==> config.mk <==
export PLATFORM = sky130hd
export DESIGN_NAME = can_bit_destuff
export DESIGN_NICKNAME = d
export VERILOG_FILES = /design/src/rtl/can_pkg.sv /design/src/rtl/can_crc15_step.sv /design/src/rtl/can_bit_destuff.sv
export SDC_FILE = /design/constraint.sdc
export NUM_CORES = 1
export LEC_CHECK = 0
export ABC_AREA = 1
export CORE_MARGIN = 2
export CORE_UTILIZATION = 40
export CTS_BUF_LIST = sky130_fd_sc_hd__clkbuf_16
export DETAILED_ROUTE_END_ITERATION = 12
export HOLD_SLACK_MARGIN = 0.06
export SKIP_LAST_GASP = 1
export SYNTH_ARGS = -nofsm -noshare
export SYNTH_HDL_FRONTEND = slang
export SYNTH_SLANG_ARGS = --single-unit
==> constraint.sdc <==
create_clock -name clk -period 4.33 [get_ports clk]
set_clock_uncertainty 0.2 [all_clocks]
set_input_delay 0.433 -clock clk [delete_from_list [all_inputs] [get_ports clk]]
set_output_delay 0.433 -clock clk [all_outputs]
set_load 0.1 [all_outputs]
==> src/rtl/can_pkg.sv <==
// rtl/can_pkg.sv - shared CAN constants, state encoding and defaults
package can_pkg;

    localparam logic [14:0] CRC15_POLY    = 15'h4599;
    localparam int          DEF_IDLE_BITS = 11;
    localparam int          DEF_STUFF_LEN = 5;
    localparam int          RUN_MAX       = 7;

    typedef enum logic [1:0] {
        ST_SYNC  = 2'd0,
        ST_IDLE  = 2'd1,
        ST_FRAME = 2'd2
    } can_state_t;

endpackage

==> src/rtl/can_crc15_step.sv <==
// rtl/can_crc15_step.sv - one-bit CRC-15 update, shared by RX destuffer and TX stuffer
module can_crc15_step
    import can_pkg::*;
(
    input  logic [14:0] crc_in,
    input  logic        bit_in,
    output logic [14:0] crc_out
);

    logic        nxt;
    logic [14:0] shifted;

    // Shift one bit and fold the polynomial in when the feedback bit is set
    always_comb begin
        nxt     = bit_in ^ crc_in[14];
        shifted = {crc_in[13:0], 1'b0};
        crc_out = nxt ? (shifted ^ CRC15_POLY) : shifted;
    end

endmodule

==> src/rtl/can_bit_destuff.sv <==
// rtl/can_bit_destuff.sv - CAN RX bus-idle detection, bit destuffing and CRC-15
module can_bit_destuff
    import can_pkg::*;
#(
    parameter int IDLE_BITS = DEF_IDLE_BITS,
    parameter int STUFF_LEN = DEF_STUFF_LEN
) (
    input  logic        clk,
    input  logic        rst,
    input  logic        req,
    input  logic        rbit,
    input  logic        stuff_en,
    input  logic        crc_en,
    input  logic        frame_end,
    output logic        out_valid,
    output logic        out_bit,
    output logic        sof,
    output logic        stuff_err,
    output logic [14:0] crc,
    output logic        bus_idle
);

    localparam int IW = $clog2(IDLE_BITS + 1);
    localparam logic [IW-1:0] IDLE_MAX  = IW'(IDLE_BITS);
    localparam logic [2:0]    STUFF_RUN = 3'(STUFF_LEN);
    localparam logic [2:0]    RUN_SAT   = 3'(RUN_MAX);

    can_state_t  state_q, state_d;
    logic [IW-1:0] idle_cnt_q, idle_cnt_d;
    logic [2:0]  run_len_q, run_len_d;
    logic        last_q, last_d;
    logic [14:0] crc_q, crc_d;
    logic        out_valid_q, out_valid_d;
    logic        out_bit_q, out_bit_d;
    logic        sof_q, sof_d;
    logic        stuff_err_q, stuff_err_d;
    logic        bus_idle_q, bus_idle_d;

    logic [14:0] crc_base;
    logic [14:0] crc_next;

    // The SOF bit is folded into a cleared register; inside a frame the running value is used
    assign crc_base = (state_q == ST_IDLE) ? 15'd0 : crc_q;

    can_crc15_step u_crc_step (
        .crc_in  (crc_base),
        .bit_in  (rbit),
        .crc_out (crc_next)
    );

    // Next-state, counters and output pulses; frame_end wins over a coincident req
    always_comb begin
        state_d     = state_q;
        idle_cnt_d  = idle_cnt_q;
        run_len_d   = run_len_q;
        last_d      = last_q;
        crc_d       = crc_q;
        out_valid_d = 1'b0;
        out_bit_d   = 1'b0;
        sof_d       = 1'b0;
        stuff_err_d = 1'b0;

        if (frame_end && (state_q == ST_FRAME)) begin
            state_d    = ST_SYNC;
            idle_cnt_d = '0;
        end else if (req) begin
            unique case (state_q)
                ST_SYNC: begin
                    if (rbit) begin
                        if (idle_cnt_q != IDLE_MAX) begin
                            idle_cnt_d = idle_cnt_q + IW'(1);
                        end
                        if ((idle_cnt_q + IW'(1)) >= IDLE_MAX) begin
                            state_d = ST_IDLE;
                        end
                    end else begin
                        idle_cnt_d = '0;
                    end
                end
                ST_IDLE: begin
                    if (!rbit) begin
                        sof_d       = 1'b1;
                        out_valid_d = 1'b1;
                        out_bit_d   = 1'b0;
                        crc_d       = crc_next;
                        run_len_d   = 3'd1;
                        last_d      = 1'b0;
                        state_d     = ST_FRAME;
                    end
                end
                ST_FRAME: begin
                    if (stuff_en && (run_len_q == STUFF_RUN)) begin
                        if (rbit != last_q) begin
                            run_len_d = 3'd1;
                            last_d    = rbit;
                        end else begin
                            stuff_err_d = 1'b1;
                            state_d     = ST_SYNC;
                            idle_cnt_d  = '0;
                        end
                    end else begin
                        out_valid_d = 1'b1;
                        out_bit_d   = rbit;
                        if (rbit == last_q) begin
                            run_len_d = (run_len_q == RUN_SAT) ? RUN_SAT : run_len_q + 3'd1;
                        end else begin
                            run_len_d = 3'd1;
                        end
                        last_d = rbit;
                        if (crc_en) begin
                            crc_d = crc_next;
                        end
                    end
                end
                default: begin
                    state_d    = ST_SYNC;
                    idle_cnt_d = '0;
                end
            endcase
        end

        bus_idle_d = (state_d == ST_IDLE);
    end

    // State and registered outputs
    always_ff @(posedge clk or posedge rst) begin
        if (rst) begin
            state_q     <= ST_SYNC;
            idle_cnt_q  <= '0;
            run_len_q   <= 3'd0;
            last_q      <= 1'b1;
            crc_q       <= 15'd0;
            out_valid_q <= 1'b0;
            out_bit_q   <= 1'b0;
            sof_q       <= 1'b0;
            stuff_err_q <= 1'b0;
            bus_idle_q  <= 1'b0;
        end else begin
            state_q     <= state_d;
            idle_cnt_q  <= idle_cnt_d;
            run_len_q   <= run_len_d;
            last_q      <= last_d;
            crc_q       <= crc_d;
            out_valid_q <= out_valid_d;
            out_bit_q   <= out_bit_d;
            sof_q       <= sof_d;
            stuff_err_q <= stuff_err_d;
            bus_idle_q  <= bus_idle_d;
        end
    end

    assign out_valid = out_valid_q;
    assign out_bit   = out_bit_q;
    assign sof       = sof_q;
    assign stuff_err = stuff_err_q;
    assign crc       = crc_q;
    assign bus_idle  = bus_idle_q;

endmodule

==> results list <==
- Run status: finished clean
* Worst reg2reg path depth: 7
- Ratio of final minimum period to clock period: 57.1%
* Number of cells on the critical path: 1
* Postcts setup bufs: 0
- After detailed routing, the number of vias per cell comes to around 4.8.
- After synthesis the netlist holds a flip-flop and latch count of 30.
- Post-cts sizing count: 0
* Port Buffers: 26
- Critical path buffer and inverter count: 1
- The clock period could shrink to 2470 ps.
- TritonCTS built the clock tree.
- Count of boundary I/O pins: 27
* Clock network power share: about a quarter
- Crit path cell chain: clkdlybuf4s50_1
- In the final layout, the multi-input gates occupy about 800 sq um.
- Register Area: ~750 sq um
- The initial utilization of the core area, before any placement, comes to between 40% and 50%.
- All-layer global routing usage: between 10 and 15%
* Largest net degree at the start of global routing: 31
* # Max-Cap Violations: 0
- Number of cell rows: 23
- After legalization and detailed placement, the total HPWL measured ~2300 microns.
* Gate power share: between 50 and 60%
- Among cell families on the critical path, the largest total delay comes from buffers and inverters.
- Static leakage: ~0.0010 uW
- Synthesis instantiated 35 different standard cells from the library.
* Vias: ~1.3k
* Worst path required time: roughly 3700 ps
* Endpoint arrival time on the critical path: ~1800 ps
- For the final routed database, the setup TNS stands at 0 ps.
* Startpoint type of the worst setup path: flop
- On the final layout, the worst hold slack is slightly below 300 ps.
* Most used cells in the layout excluding fill and tap cells: 46 x nand2_1, 29 x dfrtp_1, 26 x clkdlybuf4s50_1
- Internal Power: approximately 950 uW
- In the routed design, unresolved DRC markers number 0.
- At the end of the flow, the number of nets in the layout was ~240.
- Crit end category: output port
* Vert. Die Dim: just under 70 microns
- The die is about 70 microns wide.
- Per report_power, the sequential group accounts for 24.7% of the total.
- Longest Clk Path Bufs: 2
- Share of total power consumed by net switching: 48.3%
* Summed instance area of the synthesized netlist: ~1700 sq um
- Of all flip-flops after synthesis, the portion carrying an async set or reset was 100%.
- Timing would allow up to roughly 400 MHz.
* Worst-path maximum fanout: 4
* Final Worst Setup Slack: ~1900 ps
* Kind of path behind the tightest hold check: flop to flop
- After synthesis, flip-flops and latches occupy 44.1% of the total area.
* Delay of the slowest cell on the worst path: 1160 ps
* Power per cell area: 838 nW/um^2
- Most common cell after layout, fill and taps aside: nand2_1
- The repair_antennas step left the layout with diodes totalling 0.
* Number of instances on the worst hold path: 2
- Type of the worst setup path: flop to output port
- Share of layout cells above drive strength 1: between 10% and 20%
* Filler cell count in the final layout: around 370
- Counting flops with a built-in enable in the synthesized netlist gives 0.
- The tree built by TritonCTS fans out to 30 sinks.
- Number of buffers inserted during clock tree synthesis: 5
* Antenna violations before repair: 0
- Max-slew violation count: 0
* Yosys synthesis warning count: 0
- At the pin with the least slew margin, the transition time is about 970 ps.
- For this run, the leading register cell type out of synthesis is dfrtp_1.
* Routed length per instance: around 11 microns
- In this run the remaining antenna-violating nets after routing total 0.
- The root buffer cell chosen for the clock tree is clkbuf_16.
* Worst setup timing slack at the placement stage: around 2100 ps
- The detailed router finished its first iteration with 74 violations.
* Initial DRT Pass Iterations: 4
- Setup violations remaining at the end of the flow were counted as 0.
- Headroom to the max-slew limit came out at roughly a third.
* Weighted congestion reported at the end of routability-driven placement: 0.767
- Overall die area: a little under 5000 sq um
- After detailed routing, the total wire length is about 3200 microns.
* Maximum level of the CTS H-tree: 2
- Wire length of the first global-routing pass: between 5000 and 6000 microns
- Synthesis produced a netlist with a net count of about 210.
- Vias in the first global route: ~1.3k
- Post-cts hold buffer count: 0
- On the critical path, the stage with the largest delay is an instance of clkdlybuf4s50_1.
- Global routing finished with a remaining overflow of 0.
- At the later pin of the worst-skew pair, clock insertion delay measures roughly 270 ps.
- Relative to the synthesized area, the layout overhead comes to 28.3%.
- RSZ-0062 raised after global routing: false
- A synthesized cell averages 8.71 sq um.
- Clock-pin slew was measured on the worst setup and hold paths at 50 ps.
- The worst-case IR drop observed on VDD is about 0.26 mV.
- Final hold violation count: 0
- After technology mapping, the gate count stands at around 200.
- Reported net switching power: about 890 uW
- Floorplan Core Area: around 4000 sq um
## cells by family (layout without fill, tap and decap cells)
group	after synthesis	in the layout	synth area share, %
flops	30	30	44.1
buf+inv	30	61	8.28
simple gates	95	95	28.4
fa+ha+maj	8	8	5.87
xor+xnor	6	6	3.08
compound gates	27	27	10.3
## synth_stat cells, types with 2 or more instances
master	n	area, sq um
nor2_1	7	26.3
o21ai_2	6	52.6
inv_2	5	18.8
o21ai_0	4	20.0
nand3_1	16	80.1
ha_1	8	100
o21ai_1	7	35.0
buf_2	2	10.0
nand2_2	11	68.8
and2_1	2	12.5
nand3b_1	2	15.0
dfrtp_1	29	726
inv_1	20	75.1
xor2_1	6	52.6
a21oi_1	4	20.0
nand2_4	2	22.5
nand2_1	46	173
nand4_1	2	12.5
## power by group through the flow
| stage | logic (uW) | clock network, uW | registers (uW) |
|---|---|---|---|
| floorplan | 334 | 0 | 880 |
| global placement | 940 | 0 | 459 |
| detailed placement | 946 | 0 | 458 |
| CTS | 949 | 454 | 454 |
| global route | 1010 | 466 | 470 |
| finish | 941 | 442 | 453 |
## through the flow
step	std cells	power [uW]	cell area (sq um)	util, %
2_1_floorplan	196	1210	1710	-
3_3_place_gp	269	1400	2000	49.3
3_5_place_dp	269	1400	2000	49.3
4_1_cts	277	1860	2190	54.0
5_1_grt	277	1940	2190	54.0
6_report	277	1840	2190	54.0
## layout make-up
class | instances | share of cell area, %
Tap cell | 50 | 2.86
Inverter | 26 | 4.80
Timing Repair Buffer | 27 | 12.2
Sequential cell | 30 | 34.3
Clock buffer | 5 | 5.71
Multi-Input combinational cell | 136 | 37.1
Clock inverter | 3 | 2.91
## state kept, by name (all words and copies together), names as in the netlist
signal,count
bus_idle,1
crc,15
idle_cnt_q,4
last_q,1
out_bit,1
out_valid,1
run_len_q,3
sof,1
state_q,2
stuff_err,1
## routing by layer
metal | routed length [microns] | part of all wire [%] | global-route usage [%] | up-vias
li1 | - | - | - | 688
met1 | 1550 | 49 | 20.0 | 600
met2 | 1460 | 46 | 23.4 | 28
met3 | 117 | 3.7 | 3.20 | 7
met4 | 40 | 1.3 | 4.58 | 0
met5 | 0 | 0 | 0 | -
## final timing paths
check                            from      end  slack, ps
max                           crc[14]  crc[14]       1860
min                            last_q   last_q        300
max reg2reg                state_q[1]  crc[14]       2100
min reg2reg                    last_q   last_q        300
max in group asynchronous         rst   last_q       3270
min in group asynchronous         rst  crc[14]        340
Power figures use the tool's default switching activity.
